## config.mk

```make
export PLATFORM = sky130hd
export DESIGN_NAME = seq_detect_101
export DESIGN_NICKNAME = d
export VERILOG_FILES = /design/src/rtl/seq_detect_101.sv
export SDC_FILE = /design/constraint.sdc
export NUM_CORES = 1
export LEC_CHECK = 0
export ABC_AREA = 1
export CORE_MARGIN = 5
export CORE_UTILIZATION = 59
export CTS_BUF_LIST = sky130_fd_sc_hd__clkbuf_8
export CTS_CLUSTER_DIAMETER = 30
export DETAILED_ROUTE_END_ITERATION = 7
export PLACE_DENSITY = 0.85
export SYNTH_ARGS = -nofsm -noshare
export SYNTH_HDL_FRONTEND = slang
export SYNTH_SLANG_ARGS = --single-unit
```

## constraint.sdc

```tcl
create_clock -name clk -period 3.6 [get_ports clk]
set_input_delay 1.08 -clock clk [delete_from_list [all_inputs] [get_ports clk]]
set_output_delay 1.08 -clock clk [all_outputs]
set_load 0.1 [all_outputs]
```

## src/rtl/seq_detect_101.sv

```systemverilog
// Overlapping "101" serial detector with line-idle (zero-run) fault flag and a
// modulo-10 detection counter shown on an active-high 7-segment digit.
`timescale 1ns/1ps
module seq_detect_101 #(
    parameter int unsigned ZERO_RUN_MAX = 3
) (
    input  logic       clk,
    input  logic       rst,
    input  logic       serial_in,
    output logic       detected,
    output logic       error,
    output logic [6:0] seg_out
);

    localparam int unsigned ZW    = $clog2(ZERO_RUN_MAX + 1);
    localparam int unsigned CW    = 4;
    localparam int unsigned SEG_W = 7;

    typedef enum logic [1:0] {
        S0   = 2'd0,
        S1   = 2'd1,
        S10  = 2'd2,
        S101 = 2'd3
    } state_t;

    state_t            state_q, state_d;
    logic [ZW-1:0]     zero_run_q, zero_run_d;
    logic [CW-1:0]     count_q, count_d;
    logic              detected_q, detected_d;
    logic              error_q, error_d;
    logic [SEG_W-1:0]  seg_q, seg_d;

    // BCD digit to {g,f,e,d,c,b,a}; non-decimal codes blank the digit.
    function automatic logic [SEG_W-1:0] seg_decode(input logic [CW-1:0] bcd);
        logic [SEG_W-1:0] seg;
        case (bcd)
            4'd0:    seg = 7'b0111111;
            4'd1:    seg = 7'b0000110;
            4'd2:    seg = 7'b1011011;
            4'd3:    seg = 7'b1001111;
            4'd4:    seg = 7'b1100110;
            4'd5:    seg = 7'b1101101;
            4'd6:    seg = 7'b1111101;
            4'd7:    seg = 7'b0000111;
            4'd8:    seg = 7'b1111111;
            4'd9:    seg = 7'b1101111;
            default: seg = 7'b0000000;
        endcase
        return seg;
    endfunction

    always_ff @(posedge clk or posedge rst) begin
        if (rst) begin
            state_q    <= S0;
            zero_run_q <= '0;
            count_q    <= '0;
            detected_q <= 1'b0;
            error_q    <= 1'b0;
            seg_q      <= 7'b0111111;
        end else begin
            state_q    <= state_d;
            zero_run_q <= zero_run_d;
            count_q    <= count_d;
            detected_q <= detected_d;
            error_q    <= error_d;
            seg_q      <= seg_d;
        end
    end

    always_comb begin
        state_d    = state_q;
        zero_run_d = zero_run_q;
        count_d    = count_q;

        case (state_q)
            S0:      state_d = serial_in ? S1   : S0;
            S1:      state_d = serial_in ? S1   : S10;
            S10:     state_d = serial_in ? S101 : S0;
            S101:    state_d = serial_in ? S1   : S10;
            default: state_d = S0;
        endcase

        // Zero-run saturates so a long idle line holds the fault steady.
        if (serial_in) begin
            zero_run_d = '0;
        end else if (zero_run_q != ZW'(ZERO_RUN_MAX)) begin
            zero_run_d = zero_run_q + ZW'(1);
        end

        if (state_d == S101) begin
            count_d = (count_q == 4'd9) ? '0 : count_q + 4'd1;
        end

        // Outputs are computed from next-state values so they line up with the edge.
        detected_d = (state_d == S101);
        error_d    = (zero_run_d == ZW'(ZERO_RUN_MAX));
        seg_d      = seg_decode(count_d);
    end

    assign detected = detected_q;
    assign error    = error_q;
    assign seg_out  = seg_q;

endmodule

```

==> impl_metrics.env <==
export IMPL_cts_tree="built"
export IMPL_yosysWarnings=0
export IMPL_synthesis_nets=106
export IMPL_dieArea_um2=2345
export IMPL_die_y_um=48.42
export IMPL_htreeDepth=1
export IMPL_totalWireLength_um=1520
export IMPL_tightest_slew_ns=0.6064
export IMPL_setup_viol=0
export IMPL_holdWs_ns=0.4571
export IMPL_drt_iter0_drc=10
export IMPL_ant_nets=0
export IMPL_critPathLaunch="serial_in"
export IMPL_antenna_found_initial=0
export IMPL_slew_headroom_pct=59.53
export IMPL_finalSetupTns_ns=0
export IMPL_port_buffers=11
export IMPL_syn_inst=97
export IMPL_start_kind="input port"
export IMPL_synth_top_area_share_pct=31.61
export IMPL_synth_area_leaders="dfrtp_1 (32%), dfstp_2 (18%), nand2_1 (13%), ha_1 (8.6%), inv_1 (5.6%)"
export IMPL_finalCriticalPeriod_ns=2.871
export IMPL_grt_pass1_wl_um=2766
export IMPL_grt_start_max_net_pins=18
export IMPL_dieWidth_um=48.42
export IMPL_outcome="complete, no violations"
export IMPL_synth_area_leader_cell="dfrtp_1"
export IMPL_antennaDiodeCount=0
export IMPL_fin_crit_sh_pct=79.75
export IMPL_initial_core_util_pct=64.50
export IMPL_netlist_area_um2=870.8
export IMPL_firstDrtPassIters=4
export IMPL_fp_coreArea_um2=1350
export IMPL_track_usage_pct=14.72
export IMPL_numClockSinks=17
export IMPL_yosysSeqAreaShare_pct=49.71
export IMPL_pin_count=12
export IMPL_crit_type="in2reg"
export IMPL_finClkSkew_ns=0.002656
export IMPL_timing_rr_start="state_q[1]"
export IMPL_worstHoldStart="zero_run_q[0]"
export IMPL_final_max_slew_viol_count=0
export IMPL_root_buffer="clkbuf_8"
export IMPL_maxCapViolCount=0
export IMPL_layout_drive_gt1_share_pct=29.73
export IMPL_post_cts_setup_buffers=0
export IMPL_crit_path_max_fanout=7
export IMPL_cp_arrival_ns=3.06
export IMPL_dpl_cell_count=122
export IMPL_clk_pin_slew_ns=0.06
export IMPL_end_kind="register"
export IMPL_gp_congestion=0.7948
export IMPL_syn_avg_cell_area_um2=8.978
export IMPL_grt_setup_unrepaired="false"
export IMPL_first_global_vias=621
export IMPL_fin_area_um2=1015
export IMPL_route_vias_total=643
export IMPL_max_freq_mhz=348.3
export IMPL_critical_path_required_ns=3.79
export IMPL_clk_latency_ns=0.25
export IMPL_synth_seq_cells=17
export IMPL_fin_cells=126
export IMPL_ys_types=20
export IMPL_viasPerCell=5.103
export IMPL_hold_class="reg2reg"
export IMPL_overflow=0
export IMPL_critPathMaxStageDelay_ns=0.55
export IMPL_hold_viol=0
export IMPL_num_nets_final=121
export IMPL_cts_repair_resized=0
export IMPL_postCtsHoldBufs=0
export IMPL_post_drt_wl_per_cell_um=12.06
export IMPL_route_detailed_drc=0
export IMPL_cts_buffers=3
export IMPL_post_dp_cell_area_um2=968.4
export IMPL_rows=13
export IMPL_area_delta_synth_final_pct=16.52
export IMPL_slowest_stage="clkdlybuf4s50_1"
export IMPL_crit_top_cell="nand2_1"
export IMPL_dp_hpwl_um=1111
export IMPL_crit_chain="clkdlybuf4s50_1 -> nand3_4 -> clkinv_2 -> or2_2 -> nand2_1 -> inv_1 -> ha_1 -> inv_1 -> nand3_1 -> nand2_1 -> nand2_1 -> nand2_1"
export IMPL_clockBufferDepth=2
[kinds of logic (layout without fill, tap and decap cells)]
logic type               count (synthesis)  count (layout)  share of synthesized area, %
AND/OR/NAND/NOR                         50              50                         28.59
AO/OA/AOI/OAI                            6               6                         4.311
buffers and inverters                   18              32                         8.765
flip-flops                              17              17                         49.71
adder cells (fa/ha/maj)                  6               6                         8.620
[final timing paths]
kind | to | slack (ns) | depth (start not counted)
min | zero_run_q[0] | 0.46 | 1
max reg2reg | seg_out[3] | 1.74 | 11
max in group asynchronous | count_q[2] | 2.00 | 2
max | seg_out[3] | 0.73 | 12
min in group asynchronous | error | 1.21 | 2
min reg2reg | zero_run_q[0] | 0.46 | 1
[sequential cells by signal, indices dropped and copies added, names as in the netlist]
register    cells
error           1
state_q         2
seg_out         7
count_q         4
zero_run_q      2
detected        1
[through the flow]
| stage | setup WS, ns | utilization, % |
|---|---|---|
| 2_1_floorplan | 1.343 | - |
| 3_3_place_gp | 0.5470 | 71.73 |
| 3_5_place_dp | 0.5195 | 71.73 |
| 4_1_cts | 0.7115 | 75.16 |
| 5_1_grt | 0.5760 | 75.16 |
| 6_report | 0.7288 | 75.16 |
[synthesized netlist by cell type]
library cell,count
a21oi_1,2
clkinv_2,1
dfrtp_1,11
dfstp_2,6
dlygate4sd1_1,1
ha_1,6
inv_1,13
inv_2,2
inv_4,1
nand2_1,30
nand2_2,3
nand2_4,1
nand3_1,5
nand3_4,2
nand4_1,1
nor2_1,6
nor2_4,1
o21ai_0,2
o21ai_2,2
or2_2,1
[layer usage]
metal / part of all wire [%] / GRT usage [%] / wire (um) / vias up
li1: - / - / - / 324
met3: 4.1 / 2.752 / 62 / 4
met4: 2.5 / 8.295 / 38 / 0
met1: 42 / 16.86 / 633 / 300
met5: 0 / 0 / 0 / -
met2: 52 / 25.22 / 787 / 15
[critical path, delay by kind of cell]
family	cells	cell delay, ns
buffers and inverters	4	0.81
adders and majority gates	1	0.20
and+or+nand+nor	7	0.97
[final cells by class]
class	count	area, um^2
timing repair buffer	11	87.58
fill	107	335.3
clock inverter	1	5.005
multi-input combinational	62	361.6
sequential	17	432.9
tap	15	18.77
clock buffer	3	41.29
inverter	17	67.56
[layout by cell type (no fill, tap or decap)]
cell type,synthesis,final
nand2_4,1,1
clkinv_2,1,2
nand3_1,5,5
nand2_2,3,3
inv_4,1,1
dfrtp_1,11,11
inv_2,2,2
a21oi_1,2,2
o21ai_0,2,2
inv_1,13,13
nand2_1,30,30
o21ai_2,2,2
nand3_4,2,2
or2_2,1,1
clkdlybuf4s50_1,0,2
nor2_4,1,1
nor2_1,6,6
nand4_1,1,1
ha_1,6,6
dfstp_2,6,6
buf_4,0,9
clkbuf_8,0,3
Power is not shown: default switching activity piles up to over one toggle a cycle in this logic, so the estimate is an artifact.
